===== config.mk =====
export PLATFORM = sky130hd
export DESIGN_NAME = mobo_bus_ctrl
export DESIGN_NICKNAME = d
export VERILOG_FILES = /design/src/rtl/mobo_bus_ctrl.sv
export SDC_FILE = /design/constraint.sdc
export NUM_CORES = 1
export LEC_CHECK = 0
export BUFFER_PORTS_ARGS = -buffer_cell sky130_fd_sc_hd__buf_2
export CAP_MARGIN = 10
export CORE_MARGIN = 2
export CORE_UTILIZATION = 38
export DETAILED_ROUTE_END_ITERATION = 10
export PLACE_DENSITY = 0.77
export SLEW_MARGIN = 40
export SYNTH_ARGS = -nofsm -noshare
export SYNTH_HDL_FRONTEND = slang
export SYNTH_SLANG_ARGS = --single-unit

===== constraint.sdc =====
create_clock -name clk -period 1.7 [get_ports clk]
set_clock_uncertainty 0.2 [all_clocks]
set_input_delay 0.34 -clock clk [delete_from_list [all_inputs] [get_ports clk]]
set_output_delay 0.34 -clock clk [all_outputs]
set_load 0.01 [all_outputs]

===== src/rtl/mobo_bus_ctrl.sv =====
// CPU-to-memory bus controller: three-state handshake (IDLE/WAIT/DONE) with registered outputs.
// Optional WAIT-state timeout is compiled in with macro MOBO_BUS_TIMEOUT_EN.
module mobo_bus_ctrl #(
   parameter int word_width     = 32,
   parameter int timeout_cycles = 16
) (
   input  logic                  clk,
   input  logic                  rst,
   input  logic [word_width-1:0] mobo_ctrl,
   output logic [word_width-1:0] mobo_stat,
   input  logic [word_width-1:0] addr,
   input  logic [word_width-1:0] data_in,
   output logic [word_width-1:0] data_out,
   output logic [word_width-1:0] mem_addr,
   output logic [word_width-1:0] mem_wdata,
   output logic                  mem_re,
   output logic                  mem_we,
   input  logic [word_width-1:0] mem_rdata,
   input  logic                  mem_ready
);

   localparam int cnt_w = $clog2(timeout_cycles + 1);

   typedef enum logic [1:0] {
      IDLE = 2'd0,
      WAIT = 2'd1,
      DONE = 2'd2
   } state_t;

   state_t                state_q, state_d;
   logic                  busy_q, busy_d;
   logic                  done_q, done_d;
   logic                  to_err_q, to_err_d;
   logic                  ill_err_q, ill_err_d;
   logic                  mem_re_q, mem_re_d;
   logic                  mem_we_q, mem_we_d;
   logic [word_width-1:0] data_out_q, data_out_d;
   logic [word_width-1:0] mem_addr_q, mem_addr_d;
   logic [word_width-1:0] mem_wdata_q, mem_wdata_d;
   logic [cnt_w-1:0]      to_cnt_q, to_cnt_d;

   logic rd_req;
   logic wr_req;
   logic ack;
   logic expired;
   logic unused_ctrl;

   assign rd_req      = mobo_ctrl[0];
   assign wr_req      = mobo_ctrl[1];
   assign ack         = mobo_ctrl[2];
   assign unused_ctrl = &{1'b0, mobo_ctrl[word_width-1:3]};

   // Expiry fires on the WAIT edge that would bring the counter up to timeout_cycles.
`ifdef MOBO_BUS_TIMEOUT_EN
   assign expired = (to_cnt_q == cnt_w'(timeout_cycles - 1));
`else
   assign expired = 1'b0;
`endif

   always_comb begin
      state_d     = state_q;
      busy_d      = busy_q;
      done_d      = done_q;
      to_err_d    = to_err_q;
      ill_err_d   = ill_err_q;
      mem_re_d    = mem_re_q;
      mem_we_d    = mem_we_q;
      data_out_d  = data_out_q;
      mem_addr_d  = mem_addr_q;
      mem_wdata_d = mem_wdata_q;
      to_cnt_d    = to_cnt_q;

      case (state_q)
         IDLE: begin
            if (rd_req && wr_req) begin
               ill_err_d = 1'b1;
               done_d    = 1'b1;
               state_d   = DONE;
            end else if (rd_req || wr_req) begin
               mem_addr_d  = addr;
               mem_wdata_d = data_in;
               mem_re_d    = rd_req;
               mem_we_d    = wr_req;
               busy_d      = 1'b1;
               to_cnt_d    = '0;
               state_d     = WAIT;
            end
         end

         WAIT: begin
            // Completion takes priority over a simultaneous timeout expiry.
            if (mem_ready) begin
               if (mem_re_q) begin
                  data_out_d = mem_rdata;
               end
               mem_re_d = 1'b0;
               mem_we_d = 1'b0;
               busy_d   = 1'b0;
               done_d   = 1'b1;
               state_d  = DONE;
            end else if (expired) begin
               to_cnt_d = to_cnt_q + cnt_w'(1);
               mem_re_d = 1'b0;
               mem_we_d = 1'b0;
               busy_d   = 1'b0;
               done_d   = 1'b1;
               to_err_d = 1'b1;
               state_d  = DONE;
            end else if (to_cnt_q != cnt_w'(timeout_cycles)) begin
               to_cnt_d = to_cnt_q + cnt_w'(1);
            end
         end

         DONE: begin
            if (ack) begin
               done_d    = 1'b0;
               to_err_d  = 1'b0;
               ill_err_d = 1'b0;
               state_d   = IDLE;
            end
         end

         default: begin
            state_d = IDLE;
         end
      endcase
   end

   always_ff @(posedge clk) begin
      if (rst) begin
         state_q     <= IDLE;
         busy_q      <= 1'b0;
         done_q      <= 1'b0;
         to_err_q    <= 1'b0;
         ill_err_q   <= 1'b0;
         mem_re_q    <= 1'b0;
         mem_we_q    <= 1'b0;
         data_out_q  <= '0;
         mem_addr_q  <= '0;
         mem_wdata_q <= '0;
         to_cnt_q    <= '0;
      end else begin
         state_q     <= state_d;
         busy_q      <= busy_d;
         done_q      <= done_d;
         to_err_q    <= to_err_d;
         ill_err_q   <= ill_err_d;
         mem_re_q    <= mem_re_d;
         mem_we_q    <= mem_we_d;
         data_out_q  <= data_out_d;
         mem_addr_q  <= mem_addr_d;
         mem_wdata_q <= mem_wdata_d;
         to_cnt_q    <= to_cnt_d;
      end
   end

   assign mobo_stat = {{(word_width-4){1'b0}}, ill_err_q, to_err_q, done_q, busy_q};
   assign data_out  = data_out_q;
   assign mem_addr  = mem_addr_q;
   assign mem_wdata = mem_wdata_q;
   assign mem_re    = mem_re_q;
   assign mem_we    = mem_we_q;

endmodule


# ---- After elaboration in Yosys (flattened, before gate mapping)
# Cells that the tools add are included.
dict set report op_classes {
  n_eq_ne 8
  muxes 20
  bitwise 1
  reduce_logical 12
}
# op n
set ops {}
lappend ops {{$reduce_and A3 Y1} 4}
lappend ops {{$mux W1} 10}
lappend ops {{$ne A2 B2 Y1 const B} 5}
lappend ops {{$mux W2} 4}
lappend ops {{$pmux W1 S2} 4}
lappend ops {{$reduce_and A4 Y1} 2}
lappend ops {{$pmux W2 S3} 1}
lappend ops {{$reduce_bool A2 Y1} 2}
lappend ops {{$ne A3 B3 Y1 const B} 1}
lappend ops {{$pmux W1 S3} 1}
lappend ops {{$reduce_bool A3 Y1} 1}
lappend ops {{$eq A2 B1 Y1 const B} 1}
lappend ops {{$eq A2 B2 Y1 const B} 1}
lappend ops {{$logic_not A2 Y1} 1}
lappend ops {{$logic_and A1 B1 Y1} 1}
lappend ops {{$logic_or A1 B1 Y1} 1}
lappend ops {{$not A1 Y1} 1}
dict set report totals {
  reg_bits 103
  input_bits 131
  out_inout_bits 130
  elab_cells 50
}

# ---- Logic depth before layout (Yosys ltp)
# Gate-level depths: netlist (run 1).
dict set report depth {
  word_depth 4
  depth_mapped 7
  depth_no_buf 5
}

# ---- Worst setup path before layout (run 1)
# OpenSTA, ideal clock, no wires.
dict set report synth_timing {
  path_kind {in2reg}
  startpoint {input port mobo_ctrl[0]}
  endpoint {register mem_addr_q[0], in the netlist mem_addr[0]}
  setup_time_ps 132
  arrival_time_ps 1385
  required_ps 1368
  slack_ps -17
  stages 7
  n_path_buf 2
  cell_sequence {inv_1 > ha_1 > or3b_1 > buf_2 > buf_6 > nand2_1 > a21oi_1}
}
dict set report synth_between {
  elab_chain_len 3
  word_cells_on_any_way 4
  classes_between {bitwise (1); reduce/logical (3)}
}
# element line_no
set synth_rtl {}
lappend synth_rtl {{start: declaration} 9} ;# input logic [word_width-1:0] mobo_ctrl,
lappend synth_rtl {{$logic_and A1 B1 Y1} 75} ;# if (rd_req && wr_req) begin
lappend synth_rtl {{$not A1 Y1 (no source line)} -}
lappend synth_rtl {{$reduce_and A3 Y1 (no source line) (*)} -}
lappend synth_rtl {{end signal: assignment} 151} ;# mem_addr_q <= mem_addr_d;
lappend synth_rtl {{end: declaration} 38} ;# logic [word_width-1:0] mem_addr_q, mem_addr_d;
# Mark *: on every way between the ends. The rest lies on a longest branch, timed or not.
# A chain may end at the register's enable or synchronous reset.

# ---- Worst setup path after layout (run 1)
dict set report layout_timing {
  startpoint {input port mobo_ctrl[0]}
  endpoint {register mem_addr_q[16], in the netlist mem_addr[16]}
}
# Same word-level chain as after synthesis.

==> qor.yml, run 1 <==
layout:
  fill_cells: 983
  drive_above_1_share: 0.329
  fin_util: 0.542
  area_delta_synth_final_pct: 40.2
  nNetsFinal: 862
  num_antenna_cells: 0
setup_path:
  cp_num_buf_inv: 3
  critPathMaxFanout: 25
  crit_path_start: "mobo_ctrl[0]"
  slowest_delay_ns: 0.49
  critPathCaptureType: "register"
  start_kind: "primary input"
  cp.required_ns: 1.75
  crit_path_top_delay_cell: "or3b_2"
  crit_cells: 7
  crit_family: "simple AND/OR/NAND/NOR gates"
  r2r-end: "mem_addr[10]"
  r2r_setup_slack_ns: 0.15
  cp_cell_sequence: "buf_2 > inv_1 > ha_1 > or3b_2 > buf_4 > nand2_1 > a21oi_1"
  r2r-start: "state_q[0]"
  arrival_ns: 1.68
  worstRegToRegCells: 5
  critical_path_class: "primary input to register"
  critPathCapture: "mem_addr[16]"
floorplanning:
  initial_utilization: 0.387
  die_w_um: 106
  dieArea_um2: 11200
  chipHeight_um: 106
  row_count: 37
  ios: 261
  core_um2: 10200
clock_tree:
  clk_latency_ns: 0.35
  cts_max_path_buffers: 2
  path_clk_slew_ns: 0.10
  cts_tree: "yes"
  clockRootBuffer: "clkbuf_8"
  cts_inserted_buffers: 9
  htree_levels: 3
  cts_resized: 0
  clock_sinks: 103
placement:
  routabilityCongestion: 0.774
  hpwl_um: 7300
  port_buffers: 202
timing:
  maxSlewViolCount: 0
  fmax_mhz: 614
  hold_violations: 0
  fin_crit_sh: 0.958
  fin_tns_setup_ns: 0
  period_needed_ns: 1.63
  setup_violations: 0
  rsz0062_at_grt: "false"
detailed_routing:
  first_iter_violations: 261
  firstDrtPassIters: 4
  totalWireLength_um: 10700
  ant_nets: 0
  vias: 3955
  drc: 0
  viasPerCell: 4.55
  drt-wirelength-per-cell_um: 12.3
synth:
  synth_area_per_cell_um2: 7.96
  ys_ff_latch: 103
  yosysUniqueCellTypes: 27
  yosysWarnings: 0
  syn_inst: 497
  syn_area_um2: 3960
  ys_seq_area_frac: 0.521
global_routing:
  grt_max_degree: 40
  grt_pass1_wl_um: 16800
  grt_pass1_vias: 3624
  grt_antenna_before_repair: 0
  grt_usage: 0.183
  overflow: 0
hold_path:
  hold_depth: 3
  min_path_type: "primary input to register"
status:
  status: "complete, no violations"
power:
  p_leak_nw: 2.64
  ir_drop_uv: 500
  power.density_nw_per_um2: 918
flow_run:
  drv_cap: 0
[per-stage QoR]
| stage | worst slack (ns) | area [um^2] | hold slack, ns | power (mW) | cells |
|---|---|---|---|---|---|
| 2_1_floorplan | 0.000730 | 4060 | 0.255 | 3.31 | 525 |
| 3_3_place_gp | -0.285 | 5010 | 0.238 | 3.63 | 818 |
| 3_5_place_dp | -0.304 | 5010 | 0.243 | 3.65 | 818 |
| 4_1_cts | 0.0765 | 5550 | 0.0000540 | 5.15 | 869 |
| 5_1_grt | 0.0108 | 5550 | 0.00322 | 5.38 | 869 |
| 6_report | 0.0710 | 5550 | 0.0164 | 5.09 | 869 |
[kinds of logic after synthesis]
logic type | Yosys count | synth area share
buffers and inverters | 70 | 0.115
adders and majority gates | 3 | 0.00949
AOI/OAI and AO/OA | 107 | 0.139
other | 1 | 0.000948
and+or+nand+nor | 213 | 0.214
DFF | 103 | 0.521
[cell usage in the layout (no fill, tap or decap), types with 2 or more instances in the layout]
| cell | n |
|---|---|
| buf_2 | 201 |
| nand2_1 | 195 |
| dfxtp_1 | 103 |
| a21oi_1 | 100 |
| dlygate4sd3_1 | 35 |
| conb_1 | 29 |
| buf_4 | 18 |
| clkbuf_8 | 9 |
| inv_1 | 4 |
| buf_12 | 4 |
| nor2_1 | 3 |
| a211oi_1 | 3 |
| ha_1 | 3 |
| nand2b_1 | 2 |
| nor3_1 | 2 |
| nand3_1 | 2 |
| o21ai_0 | 2 |
| clkinv_2 | 2 |
| inv_6 | 2 |
| clkinv_4 | 2 |
[synthesized netlist by cell type]
library cell / count / share of area
nor2_1: 3 / 0.0028
o21ai_0: 2 / 0.0025
ha_1: 3 / 0.0095
nor2b_1: 1 / 0.0016
clkbuf_1: 11 / 0.010
conb_1: 1 / 0.00095
a211oi_1: 3 / 0.0057
a2bb2oi_1: 1 / 0.0022
buf_4: 35 / 0.066
a21oi_1: 100 / 0.13
inv_1: 4 / 0.0038
nor4_1: 1 / 0.0016
or4_1: 1 / 0.0019
nand2_1: 195 / 0.19
or3_1: 1 / 0.0016
a221oi_1: 1 / 0.0022
dfxtp_1: 103 / 0.52
nand3b_1: 1 / 0.0019
and4b_1: 1 / 0.0025
nor3b_1: 1 / 0.0019
nand3_1: 2 / 0.0025
nand2b_1: 2 / 0.0032
buf_6: 6 / 0.017
or3b_1: 1 / 0.0022
nand4b_1: 1 / 0.0022
nor3_1: 2 / 0.0025
buf_2: 14 / 0.018
[worst register-to-register path, cell delays in order (launching register included)]
cell     delay, ns
dfxtp_1       0.32
buf_4         0.17
nor3b_2       0.22
buf_4         0.31
nand2_1       0.14
a21oi_1       0.13
[worst min-delay path by stage]
stage | slack, ns | endpoint | startpoint
after floorplan | 0.25 | busy_q | busy_q
after global placement | 0.24 | data_out[7] | data_out[7]
after detailed placement | 0.24 | data_out[30] | data_out[30]
after CTS | 0.00005 | mem_wdata[7] | data_in[7]
after global routing | 0.003 | mem_addr[0] | addr[0]
final | 0.02 | mem_addr[11] | addr[11]
[report_power, final]
group / leakage (nW) / switching [mW] / internal, mW
logic: 1.71 / 0.556 / 0.449
registers: 0.841 / 0.0761 / 2.57
clock network: 0.0959 / 0.883 / 0.555
total: 2.64 / 1.52 / 3.58
[sequential cells by signal (all words and copies together), names as in the netlist]
name,flops
done_q,1
busy_q,1
ill_err_q,1
mem_re,1
mem_addr,32
data_out,32
state_q,2
mem_we,1
mem_wdata,32
[metal layers]
metal | wire [um] | global-route usage
met3 | 701 | 0.0435
met4 | 223 | 0.0564
met1 | 4400 | 0.213
met2 | 5390 | 0.331
met5 | 0 | 0
[repair_timing]
action | 4_1_cts | 5_1_grt
endpoints found under the hold margin | 35 | 0
setup buffers | 0 | 0
endpoints found under the setup margin | 0 | 0
hold buffers | 35 | 0
[layout make-up]
| cell class | count | area [um^2] | share of cell area |
|---|---|---|---|
| Sequential cell | 103 | 2060 | 0.372 |
| Tap cell | 136 | 170 | 0.0307 |
| Inverter | 4 | 15.0 | 0.00271 |
| Clock buffer | 9 | 124 | 0.0223 |
| Multi-Input combinational cell | 352 | 1550 | 0.279 |
| Timing Repair Buffer | 258 | 1570 | 0.283 |
| Clock inverter | 7 | 56.3 | 0.0102 |
(Power assumes the default switching activity.)
==> run 2, diff against run 1 <==
- CORE_AREA: unset -> 2 2 102 104
- CORE_MARGIN: 2 -> unset
- CORE_UTILIZATION: 38 -> unset
- CTS_BUF_LIST: unset -> sky130_fd_sc_hd__clkbuf_4 sky130_fd_sc_hd__clkbuf_8
- DIE_AREA: unset -> 0 0 104 106
- clock period: 1.7 -> 1.6 ns (I/O delays scaled with it)
==> run 2 against run 1 <==
Total power up 21%. Die area down 1.9%. Largest power group unchanged. Clock power up 44%. Core utilization up 9.0 points. Critical path type is now register to register. Register-to-register slack worse by 0.097 ns. Final area up 14%. Critical path depth down 1. Sequential power up 7%. Largest cell class is now buffers. Highest routed layer unchanged.
==> qor.yml, run 2 (same netlist as run 1, synthesis figures left out) <==
status:
  status: "complete, no violations"  # unchanged
global_routing:
  grt_antenna_before_repair: 0  # unchanged
  overflow: 0  # unchanged
  grt_pass1_vias: 4170  # was 3624
  grt_max_degree: 43  # was 40
  grt_usage: 0.213  # was 0.183
  grt_pass1_wl_um: 19000  # was 16800 um
clock_tree:
  path_clk_slew_ns: 0.10  # about the same
  clk_latency_ns: 0.36  # was 0.35 ns
  clock_sinks: 103  # unchanged
  cts_inserted_buffers: 9  # unchanged
  cts_tree: "yes"  # unchanged
  clockRootBuffer: "clkbuf_8"  # unchanged
  cts_max_path_buffers: 2  # unchanged
  htree_levels: 3  # unchanged
timing:
  fmax_mhz: 646
  fin_crit_sh: 0.967
  setup_violations: 0  # unchanged
  fin_tns_setup_ns: 0  # unchanged
  rsz0062_at_grt: "true"  # was false
  hold_violations: 0  # unchanged
  maxSlewViolCount: 0  # unchanged
  fin_ws_ns: 0.0531  # was 0.0710 ns
  period_needed_ns: 1.55
power:
  power.density_nw_per_um2: 977  # was 918 nW/um^2
  p_sw_frac: 0.260  # was 0.297
  p_leak_nw: 2.95  # was 2.64 nW
  p_comb_frac: 0.207  # was 0.197
  seqPwrFrac: 0.458  # was 0.520
  switching_power_mw: 1.61  # was 1.52 mW
  p_int_mw: 4.57  # was 3.58 mW
  power_mw: 6.18  # was 5.09 mW
  power_frac_clock: 0.335  # was 0.282
  ir_drop_uv: 523  # was 500 uV
placement:
  hpwl_um: 7460  # was 7300 um
  port_buffers: 202  # unchanged
  pre_cts_ws_ns: -0.350  # was -0.304 ns
  routabilityCongestion: 0.809  # was 0.774
  placed_cells: 814  # was 818
floorplanning:
  ios: 261  # unchanged
  dieArea_um2: 11000  # was 11200 um^2
  chipHeight_um: 106  # about the same
  row_count: 37  # unchanged
  die_w_um: 104  # was 106 um
  core_um2: 10000  # was 10200 um^2
  initial_utilization: 0.396  # was 0.387
layout:
  num_antenna_cells: 0  # unchanged
  multi_input_area_um2: 1580  # was 1550 um^2
  nNetsFinal: 919  # was 862
  final_cell_mix: "buf_2, nand2_1, dfxtp_1, a21oi_1, dlygate4sd3_1"  # unchanged
  final_common_cell: "buf_2"  # unchanged
  drive_above_1_share: 0.313  # was 0.329
  area_delta_synth_final_pct: 59.8  # was 40.2%
  stdcell_count: 926  # was 869
  fill_cells: 807  # was 983
  seqCellArea_um2: 2060  # unchanged
detailed_routing:
  top_layer_used: "met4"  # unchanged
  first_iter_violations: 278  # was 261
  drc: 0  # unchanged
  vias: 4358  # was 3955
  drt-wirelength-per-cell_um: 13.5  # was 12.3 um
  dr_wl_met3_um: 753  # was 701 um
  firstDrtPassIters: 4  # unchanged
  totalWireLength_um: 12500  # was 10700 um
  dr_wl_met2_um: 6360  # was 5390 um
  ant_nets: 0  # unchanged
  met1_length_um: 4940  # was 4400 um
  viasPerCell: 4.71  # was 4.55
setup_path:
  arrival_ns: 1.63  # was 1.68 ns
  crit_path_start: "state_q[1]"  # was mobo_ctrl[0]
  critical_path_class: "register to register"  # was primary input to register
  critPathCaptureType: "register"  # unchanged
  critPathMaxFanout: 13  # was 25
  start_kind: "register"  # was primary input
  r2r-start: "state_q[1]"  # was state_q[0]
  worstRegToRegCells: 6  # was 5
  cp.required_ns: 1.69  # was 1.75 ns
flow_run:
  drv_cap: 0  # unchanged
hold_path:
  min_path_type: "primary input to register"  # unchanged
  min_from: "addr[19]"  # was addr[11]
  hold_depth: 3  # unchanged
## run 2: cell types whose count changed in the layout (fill, tap and decap cells not counted), moves of 2 or more
cell / previous run / this run
a21oi_1: 100 / 98
buf_6: 0 / 4
inv_1: 4 / 2
buf_12: 4 / 6
buf_4: 18 / 10
bufinv_16: 0 / 4
dlygate4sd3_1: 35 / 92
clkbuf_16: 0 / 2
clkinv_4: 2 / 0
a21oi_2: 0 / 2
## run 2: final timing paths
kind,end,slack (ns)
hold / removal,mem_addr[19],0.02
setup / recovery,mem_wdata[18],0.05
setup reg to reg,mem_wdata[18],0.05
hold reg to reg,mem_wdata[9],0.25
## run 2: metal layers
layer | up-vias | global-route usage
met4 | 0 | 0.131
met2 | 214 | 0.376
li1 | 2111 | -
met5 | - | 0
met3 | 43 | 0.0405
met1 | 1990 | 0.236
## run 2: critical path, cell delays in order (launching register included)
cell and delay (ns):
dfxtp_1 0.33, buf_6 0.15, nor3b_4 0.27, buf_6 0.16, buf_12 0.14, nand2_1 0.06, a21oi_1 0.16
## run 2: stage by stage
stage / util / instance area, um^2 / hold slack, ns
final: 0.632 / 6320 / 0.0196
after global routing: 0.632 / 6320 / 0.00796
after CTS: 0.622 / 6220 / 0.000990
after detailed placement: 0.504 / 5030 / 0.243
after global placement: 0.504 / 5030 / 0.235
after floorplan: - / 4090 / 0.255
## run 2: final cells by class
type | count | area share
Inverter | 4 | 0.00435
Clock buffer | 10 | 0.0208
Sequential cell | 103 | 0.326
Multi-Input combinational cell | 352 | 0.250
Clock inverter | 6 | 0.0210
Tap cell | 136 | 0.0269
Timing Repair Buffer | 315 | 0.351
## run 2: what timing repair did
action,4_1_cts,5_1_grt
endpoints found under the hold margin,92,0
setup endpoints to repair,4,58
buffers inserted,0,2
cloned,0,2
resized for setup,1,8
pin swaps,0,1
hold buffers,92,0
## run 2: power groups by stage
| stage | Combinational [mW] | Sequential (mW) | Clock (mW) |
|---|---|---|---|
| after detailed placement | 0.997 | 2.88 | 0 |
| after CTS | 1.18 | 2.82 | 2.13 |
| after global placement | 0.969 | 2.87 | 0 |
| after global routing | 1.39 | 2.85 | 2.22 |
| after floorplan | 0.572 | 2.95 | 0 |
| final | 1.28 | 2.83 | 2.07 |
